### src/rtl/ov7670_sensor_model_pkg.sv
// Shared constants, pattern codes, colour-bar table and FSM encoding for the OV7670 emulator.
package ov7670_sensor_model_pkg;

  localparam int unsigned DefHActive    = 320;
  localparam int unsigned DefVActive    = 240;
  localparam int unsigned DefHBlank     = 144;
  localparam int unsigned DefVsyncLines = 3;
  localparam int unsigned DefVBack      = 17;
  localparam int unsigned DefVFront     = 10;
  localparam logic [15:0] DefSolidValue = 16'hA55A;

  typedef enum logic [1:0] {
    PatBars,
    PatCount,
    PatSolid,
    PatFrame
  } pattern_e;

  typedef enum logic [2:0] {
    StIdle,
    StVsync,
    StVBack,
    StActive,
    StVFront
  } state_e;

  // RGB565 colour bars, left to right.
  function automatic logic [15:0] bar_colour(input logic [2:0] idx);
    logic [15:0] c;
    case (idx)
      3'd0:    c = 16'hFFFF;
      3'd1:    c = 16'hFFE0;
      3'd2:    c = 16'h07FF;
      3'd3:    c = 16'h07E0;
      3'd4:    c = 16'hF81F;
      3'd5:    c = 16'hF800;
      3'd6:    c = 16'h001F;
      default: c = 16'h0000;
    endcase
    return c;
  endfunction

endpackage

### src/rtl/ov7670_pattern_gen.sv
// Combinational test-pattern source: pixel word for (x, y) under the selected pattern.
module ov7670_pattern_gen
  import ov7670_sensor_model_pkg::*;
#(
  parameter int unsigned H_ACTIVE    = DefHActive,
  parameter logic [15:0] SOLID_VALUE = DefSolidValue
) (
  input  logic [15:0] x_i,
  input  logic [7:0]  y_i,
  input  pattern_e    pattern_i,
  input  logic [15:0] frame_count_i,
  output logic [15:0] word_o
);

  localparam int unsigned BarW = H_ACTIVE / 8;

  logic [2:0] bar;

  // Threshold compare instead of a divide so non-power-of-two bar widths stay cheap.
  always_comb begin
    bar = 3'd0;
    for (int unsigned i = 1; i < 8; i++) begin
      if (32'(x_i) >= i * BarW) bar = 3'(i);
    end
  end

  always_comb begin
    word_o = '0;
    unique case (pattern_i)
      PatBars:  word_o = bar_colour(bar);
      PatCount: word_o = {y_i, x_i[7:0]};
      PatSolid: word_o = SOLID_VALUE;
      PatFrame: word_o = frame_count_i;
      default:  word_o = '0;
    endcase
  end

endmodule

### config.mk
export PLATFORM = sky130hd
export DESIGN_NAME = ov7670_pattern_gen
export DESIGN_NICKNAME = d
export VERILOG_FILES = /design/src/rtl/ov7670_sensor_model_pkg.sv /design/src/rtl/ov7670_pattern_gen.sv
export SDC_FILE = /design/constraint.sdc
export NUM_CORES = 1
export LEC_CHECK = 0
export BUFFER_PORTS_ARGS = -buffer_cell sky130_fd_sc_hd__buf_2
export CORE_MARGIN = 2
export CORE_UTILIZATION = 35
export DETAILED_ROUTE_END_ITERATION = 10
export GPL_TIMING_DRIVEN = 0
export PLACE_DENSITY = 0.82
export SLEW_MARGIN = 20
export SYNTH_ARGS = -nofsm -noshare
export SYNTH_HDL_FRONTEND = slang
export SYNTH_SLANG_ARGS = --single-unit
### constraint.sdc
create_clock -name vclk -period 3.6
set_input_delay 0.72 -clock vclk [all_inputs]
set_output_delay 0.72 -clock vclk [all_outputs]
set_load 0.01 [all_outputs]
==> flow_metrics.env, run 1 <==
export IMPL_clock_fmax_ghz=0.3153
export IMPL_post_synth_top_area_cell="mux2i_1"
export IMPL_hold_depth=4
export IMPL_num_vias=742
export IMPL_synthesis_area_um2=485.5
export IMPL_gp_congestion=0.8172
export IMPL_synth_nets=113
export IMPL_cp_end_kind="primary output"
export IMPL_hold_buffers=0
export IMPL_vias_per_cell=5.262
export IMPL_power_frac_seq_pct=0
export IMPL_pwr_share_clk_pct=0
export IMPL_die_w_um=41.25
export IMPL_fp_dieH_um=41.25
export IMPL_diodes=0
export IMPL_grt_first_pass_wirelength_um=2235
export IMPL_synth_area_top_cells="mux2i_1 (23%), a21oi_1 (8.2%), o21ai_0 (8.2%)"
export IMPL_clock_buffers=0
export IMPL_combPwrFrac_pct=100.0
export IMPL_maxSlewHeadroom_pct=45.05
export IMPL_period_minus_slack_ps=3172
export IMPL_synth_warnings=0
export IMPL_antenna_found_initial=0
export IMPL_regArea_um2=0
export IMPL_status="finished clean"
export IMPL_peakVddDrop_uv=57.75
export IMPL_required_ps=2880
export IMPL_netlist_area_leader_share_pct=22.68
export IMPL_drive_above_1_share_pct=47.62
export IMPL_leakage_nw=0.4070
export IMPL_avgSynthCellArea_um2=6.838
export IMPL_worst_path_buf_inv=2
export IMPL_rsz0062_at_grt="false"
export IMPL_fin_crit_sh_pct=88.11
export IMPL_crit_type="input port to primary output"
export IMPL_syn_inst=71
export IMPL_hold_viol_final=0
export IMPL_io_buffers=55
export IMPL_path_common_cell="buf_2"
export IMPL_slowest_delay_ps=540
export IMPL_core_area_mm2=0.001301
export IMPL_drtAntennaViolNets=0
export IMPL_cp_start_kind="input port"
export IMPL_rows=13
export IMPL_p_int_uw=43.07
export IMPL_routed_wl_um=1603
export IMPL_maxCapViolations=0
export IMPL_holdWs_ps=1782
export IMPL_tns_ps=0
export IMPL_drc=0
export IMPL_ctsResizeCount=0
export IMPL_grt_util_all_layers_pct=18.58
export IMPL_dr_pass1_iters=4
export IMPL_worstMarginPinSlew_ps=813.9
export IMPL_seq_cell_count=0
export IMPL_wl_per_cell_um=11.37
export IMPL_cp_depth=6
export IMPL_path_cells="buf_2 > or4_4 > nor3_1 > o311ai_0 > o21ai_0 > buf_2"
export IMPL_crit_fanout=5
export IMPL_mostFrequentLayoutCells="buf_2 (57), mux2i_1 (11), o21ai_0 (8), a21oi_1 (8), o21bai_1 (5)"
export IMPL_slew_viol_final=0
export IMPL_crit_family="simple AND/OR/NAND/NOR gates"
export IMPL_pwr_density_cell_mw_per_mm2=113.3
export IMPL_seq_area_frac_synth_pct=0
export IMPL_nFillCells=130
export IMPL_total_power_uw=88.28
export IMPL_dp_hpwl_um=1391
export IMPL_initial_core_util_pct=37.31
export IMPL_grt_max_degree=11
export IMPL_cts_setup_buffers=0
export IMPL_fin_nets=170
export IMPL_arrival_ps=2450
export IMPL_final_common_cell="buf_2"
export IMPL_synth_cell_types=27
export IMPL_slowest_stage="or4_4"
export IMPL_min_delay_path_class="input port to primary output"
export IMPL_p_switching_uw=45.22
export IMPL_area_growth_pct=60.57
export IMPL_swShare_pct=51.22
export IMPL_io_pins=58
export IMPL_setup_violations=0
export IMPL_drtIter0Drc=19
export IMPL_grt_overflow=0
export IMPL_grt_pass1_vias=547
export IMPL_die_area_mm2=0.001701
## routing by layer
| metal | up-vias | routed length [µm] | track usage [%] |
|---|---|---|---|
| li1 | 388 | - | - |
| met1 | 315 | 642 | 25.00 |
| met2 | 39 | 827 | 33.98 |
| met3 | 0 | 133 | 0 |
| met4 | 0 | 0 | 1.613 |
| met5 | - | 0 | 0 |
## per-stage QoR
step	utilization (%)	setup slack (ps)	instances	instance area, µm²
floorplan	-	729.6	71	485.5
global placement	59.90	427.1	141	779.5
detailed placement	59.90	443.8	141	779.5
CTS	59.90	426.6	141	779.5
global route	59.90	256.7	141	779.5
finish	59.90	428.1	141	779.5
## kinds of logic after synthesis
| kind of cell | after synthesis | share of synthesized area [%] |
|---|---|---|
| adder cells (fa/ha/maj) | 1 | 2.062 |
| multiplexers | 11 | 22.68 |
| buffers and inverters | 8 | 6.701 |
| AO/OA/AOI/OAI | 33 | 46.91 |
| AND/OR/NAND/NOR | 18 | 21.65 |
## cell type report
type                       count  area (µm²)  share of cell area, %
buffer                         6       25.02                  3.210
inverter                       2       7.507                 0.9631
multi-input combinational     63       452.9                  58.11
tap                           15       18.77                  2.408
timing repair buffer          55       275.3                  35.31
## power groups by stage
stage	combinational, mW	sequential [mW]	clock (mW)
2_1_floorplan	0.0470	0	0
3_3_place_gp	0.0859	0	0
3_5_place_dp	0.0883	0	0
4_1_cts	0.0885	0	0
5_1_grt	0.0977	0	0
6_report	0.0883	0	0
## cell usage after synthesis (2+ instances only)
cell type and n:
nor3_1 3, buf_2 2, nor2_1 4, a21oi_1 8
nor4_1 2, o22ai_1 2, o21ai_0 8, mux2i_1 11
clkbuf_1 4, nand2_1 2, a21o_1 4, o21bai_1 5
inv_1 2
## path summary, 6_finish.rpt
check,end,slack (ps),start
setup / recovery,word_o[1],430,x_i[10]
hold / removal,word_o[3],1780,frame_count_i[3]
Note: power is estimated with default switching activity, not from simulation.
==> inputs of run 2 (changes only) <==
--- a/config.mk
+++ b/config.mk
@@ -11,6 +11,7 @@
 export DETAILED_ROUTE_END_ITERATION = 10
 export GPL_TIMING_DRIVEN = 0
 export PLACE_DENSITY = 0.82
+export RECOVER_POWER = 100
 export SLEW_MARGIN = 20
 export SYNTH_ARGS = -nofsm -noshare
 export SYNTH_HDL_FRONTEND = slang
==> run 2 against run 1 <==
Effect of this change: highest routed layer unchanged; non-clock buffer count is the same; die area unchanged; final cell count did not move; critical path depth is the same; first-iteration DRC count rose by 26%; largest power group unchanged; setup slack got worse by 73 ps; via count increased by 0.81%; design area fell by 4.0%; utilization is 2.4 points lower; critical path type unchanged.
==> flow_metrics.env, run 2 (synthesized netlist as in run 1, its figures left out) <==
export IMPL_fin_nets=170
export IMPL_drive_above_1_share_pct=35.71
export IMPL_p_int_uw=39.48
export IMPL_routed_wl_um=1596
export IMPL_area_growth_pct=54.12
export IMPL_total_power_uw=84.06
export IMPL_setup_violations=0
export IMPL_io_buffers=55
export IMPL_final_common_cell="buf_2"
export IMPL_die_area_mm2=0.001701
export IMPL_diodes=0
export IMPL_period_minus_slack_ps=3244
export IMPL_fin_cells=141
export IMPL_grt_overflow=0
export IMPL_status="finished clean"
export IMPL_io_pins=58
export IMPL_p_switching_uw=44.58
export IMPL_layout_setup_ws_ps=355.6
export IMPL_fp_dieH_um=41.25
export IMPL_crit_type="input port to primary output"
export IMPL_clock_fmax_ghz=0.3082
export IMPL_clock_buffers=0
export IMPL_rsz0062_at_grt="false"
export IMPL_swShare_pct=53.03
export IMPL_gp_congestion=0.8172
export IMPL_power_frac_seq_pct=0
export IMPL_crit_fanout=5
export IMPL_cp_end_kind="primary output"
export IMPL_drtAntennaViolNets=0
export IMPL_post_place_ws_ps=443.8
export IMPL_peakVddDrop_uv=56.19
export IMPL_combPwrFrac_pct=100.0
export IMPL_pwr_density_cell_mw_per_mm2=112.4
export IMPL_maxSlewHeadroom_pct=45.12
export IMPL_vias_per_cell=5.305
export IMPL_mostFrequentLayoutCells="buf_2 (42), clkbuf_1 (19), mux2i_1 (11)"
export IMPL_grt_util_all_layers_pct=18.58
export IMPL_dp_hpwl_um=1391
export IMPL_wl_per_cell_um=11.32
export IMPL_cp_start_kind="input port"
export IMPL_fin_crit_sh_pct=90.12
export IMPL_grt_max_degree=11
export IMPL_hold_buffers=0
export IMPL_pwr_share_clk_pct=0
export IMPL_seq_cell_count=0
export IMPL_min_delay_path_class="input port to primary output"
export IMPL_cts_setup_buffers=0
export IMPL_initial_core_util_pct=37.31
export IMPL_dr_pass1_iters=4
export IMPL_ctsResizeCount=0
export IMPL_maxCapViolations=0
export IMPL_grt_first_pass_wirelength_um=2235
export IMPL_slew_viol_final=0
export IMPL_grt_pass1_vias=547
export IMPL_hold_viol_final=0
export IMPL_holdWs_ps=1805
export IMPL_arrival_ps=2520
export IMPL_num_vias=748
export IMPL_die_w_um=41.25
export IMPL_antenna_found_initial=0
export IMPL_tns_ps=0
export IMPL_regArea_um2=0
export IMPL_leakage_nw=0.3620
export IMPL_drc=0
export IMPL_required_ps=2880
export IMPL_worstMarginPinSlew_ps=812.9
export IMPL_nFillCells=139
export IMPL_drtIter0Drc=24
export IMPL_place_inst=141
export IMPL_core_area_mm2=0.001301
export IMPL_rows=13
## run 2: changes by cell type in the layout (fill, tap and decap cells not counted)
cell and change:
buf_2 -15, a2111oi_4 -1, a2111oi_2 +1, clkbuf_1 +15
## run 2: final cells by class
| cell class | count | area (µm²) | area share, % |
|---|---|---|---|
| multi-input cells | 63 | 440.4 | 58.86 |
| inverters | 2 | 7.507 | 1.003 |
| well taps | 15 | 18.77 | 2.508 |
| plain buffers | 6 | 25.02 | 3.344 |
| repair buffers | 55 | 256.5 | 34.28 |
## run 2: layer usage
| layer | up-vias | global-route usage (%) | share of wire (%) |
|---|---|---|---|
| li1 | 387 | - | - |
| met1 | 318 | 25.00 | 39 |
| met2 | 43 | 33.98 | 52 |
| met3 | 0 | 0 | 9.0 |
| met4 | 0 | 1.613 | 0 |
| met5 | - | 0 | 0 |
## run 2: critical path, cell delays in order
cell and delay, ps:
buf_2 100, or4_4 540, or3_4 380, a2111oi_2 440, o21bai_1 170, clkbuf_1 170
## run 2: through the flow
| stage | cell area [µm²] | util, % |
|---|---|---|
| 2_1_floorplan | 485.5 | - |
| 3_3_place_gp | 779.5 | 59.90 |
| 3_5_place_dp | 779.5 | 59.90 |
| 4_1_cts | 779.5 | 59.90 |
| 5_1_grt | 748.2 | 57.50 |
| 6_report | 748.2 | 57.50 |
## run 2: path summary, 6_finish.rpt
path	from	end	slack (ps)	cells after the start
max	x_i[10]	word_o[15]	360	6
min	frame_count_i[3]	word_o[3]	1810	4
## run 2: power groups by stage
stage | sequential, mW | combinational (mW) | clock, mW
2_1_floorplan | 0 | 0.0470 | 0
3_3_place_gp | 0 | 0.0859 | 0
3_5_place_dp | 0 | 0.0883 | 0
4_1_cts | 0 | 0.0885 | 0
5_1_grt | 0 | 0.0937 | 0
6_report | 0 | 0.0841 | 0
==> inputs of run 3 (changes only) <==
--- a/config.mk
+++ b/config.mk
@@ -6,7 +6,6 @@
 export NUM_CORES = 1
 export LEC_CHECK = 0
 export BUFFER_PORTS_ARGS = -buffer_cell sky130_fd_sc_hd__buf_2
-export CORE_MARGIN = 2
 export CORE_UTILIZATION = 35
 export DETAILED_ROUTE_END_ITERATION = 10
 export GPL_TIMING_DRIVEN = 0
==> run 3 against run 2 <==
Effect of this change: non-clock buffer count is the same; total power down 0.57%; maximum frequency down 1.0%; sequential cell count unchanged; global-route usage increased by 0.59 points; die area decreased by 9.5%; wire length is 4.4% lower; count of clock-buffer cells in the layout did not move; design area stayed put; first-iteration DRC count decreased by 54%; worst hold slack lost 6.0 ps; combinational power shrank 0.6%; largest power group unchanged; highest routed layer unchanged.
==> flow_metrics.env, run 3 (synthesized netlist as in run 1, its figures left out) <==
export IMPL_status="finished clean"
export IMPL_arrival_ps=2560
export IMPL_stdcell_area_um2=748.2
export IMPL_initial_core_util_pct=37.31
export IMPL_power_frac_seq_pct=0
export IMPL_setup_violations=0
export IMPL_cts_setup_buffers=0
export IMPL_cp_start_kind="input port"
export IMPL_grt_first_pass_wirelength_um=2166
export IMPL_antenna_found_initial=0
export IMPL_leakage_nw=0.3620
export IMPL_clock_buffers=0
export IMPL_io_pins=58
export IMPL_nFillCells=147
export IMPL_swShare_pct=52.79
export IMPL_routed_wl_um=1525
export IMPL_drtIter0Drc=11
export IMPL_die_area_mm2=0.001540
export IMPL_tns_ps=0
export IMPL_cp_end_kind="primary output"
export IMPL_min_delay_path_class="input port to primary output"
export IMPL_hold_buffers=0
export IMPL_ctsResizeCount=0
export IMPL_dr_pass1_iters=4
export IMPL_vias_per_cell=5.128
export IMPL_dp_hpwl_um=1266
export IMPL_gp_congestion=0.7880
export IMPL_grt_pass1_vias=561
export IMPL_drc=0
export IMPL_slew_viol_final=0
export IMPL_pwr_density_cell_mw_per_mm2=111.7
export IMPL_area_growth_pct=54.12
export IMPL_regArea_um2=0
export IMPL_hold_depth=4
export IMPL_required_ps=2880
export IMPL_rows=13
export IMPL_grt_overflow=0
export IMPL_hold_viol_final=0
export IMPL_drive_above_1_share_pct=35.71
export IMPL_die_w_um=39.25
export IMPL_final_common_cell="buf_2"
export IMPL_diodes=0
export IMPL_worstMarginPinSlew_ps=856.5
export IMPL_hold_end="word_o[4]"
export IMPL_mostFrequentLayoutCells="buf_2 (42), clkbuf_1 (19), mux2i_1 (11)"
export IMPL_grt_util_all_layers_pct=19.17
export IMPL_clock_fmax_ghz=0.3051
export IMPL_combPwrFrac_pct=100.0
export IMPL_rsz0062_at_grt="false"
export IMPL_io_buffers=55
export IMPL_grt_max_degree=11
export IMPL_maxSlewHeadroom_pct=42.17
export IMPL_fp_dieH_um=39.25
export IMPL_fin_nets=170
export IMPL_pwr_share_clk_pct=0
export IMPL_min_from="frame_count_i[4]"
export IMPL_seq_cell_count=0
export IMPL_p_switching_uw=44.12
export IMPL_num_vias=723
export IMPL_p_int_uw=39.46
export IMPL_drtAntennaViolNets=0
export IMPL_crit_fanout=5
export IMPL_wl_per_cell_um=10.82
export IMPL_fin_crit_sh_pct=91.05
export IMPL_maxCapViolations=0
export IMPL_period_minus_slack_ps=3278
export IMPL_core_area_mm2=0.001301
export IMPL_placed_area_um2=779.5
export IMPL_peakVddDrop_uv=51.19
export IMPL_crit_type="input port to primary output"
-- run 3: cell counts in the layout (fill, tap and decap cells not counted) --
Identical to the previous run, type by type.
-- run 3: worst max-delay path by stage --
stage / depth (start not counted) / slack, ps / to / start
finish: 6 / 320 / word_o[12] / x_i[10]
global route: 6 / 260 / word_o[4] / x_i[10]
CTS: 6 / 390 / word_o[0] / x_i[10]
detailed placement: 6 / 410 / word_o[0] / x_i[10]
global placement: 6 / 430 / word_o[0] / x_i[10]
floorplan: 4 / 730 / word_o[11] / x_i[10]
-- run 3: area by class of cell --
class                           instances  area, µm²  area share (%)
Timing Repair Buffer                   55      256.5           34.28
Tap cell                               15      18.77           2.508
Inverter                                2      7.507           1.003
Buffer                                  6      25.02           3.344
Multi-Input combinational cell         63      440.4           58.86
-- run 3: per-stage QoR --
stage	setup slack (ps)	std cells	hold WS (ps)	total power [mW]	utilization, %
2_1_floorplan	729.6	71	1629	0.04702	-
3_3_place_gp	430.7	141	1769	0.08572	59.90
3_5_place_dp	410.1	141	1768	0.08762	59.90
4_1_cts	393.6	141	1770	0.08795	59.90
5_1_grt	255.7	141	1827	0.09315	57.50
6_report	322.3	141	1799	0.08358	57.50
-- run 3: power by group through the flow --
stage	Sequential [mW]	Clock, mW	Combinational, mW
after global routing	0	0	0.0931
after CTS	0	0	0.0880
after detailed placement	0	0	0.0876
after global placement	0	0	0.0857
final	0	0	0.0836
after floorplan	0	0	0.0470
-- run 3: worst max-delay path, stage by stage --
cell and delay, ps:
buf_2 100, or4_4 540, or3_4 380, a2111oi_2 470, o21bai_1 190, clkbuf_1 160
-- run 3: per-layer routing --
| metal | global-route usage, % | vias up | wire (µm) |
|---|---|---|---|
| li1 | - | 383 | - |
| met1 | 26.01 | 301 | 673 |
| met2 | 35.42 | 39 | 738 |
| met3 | 0 | 0 | 114 |
| met4 | 0 | 0 | 0 |
| met5 | 0 | - | 0 |
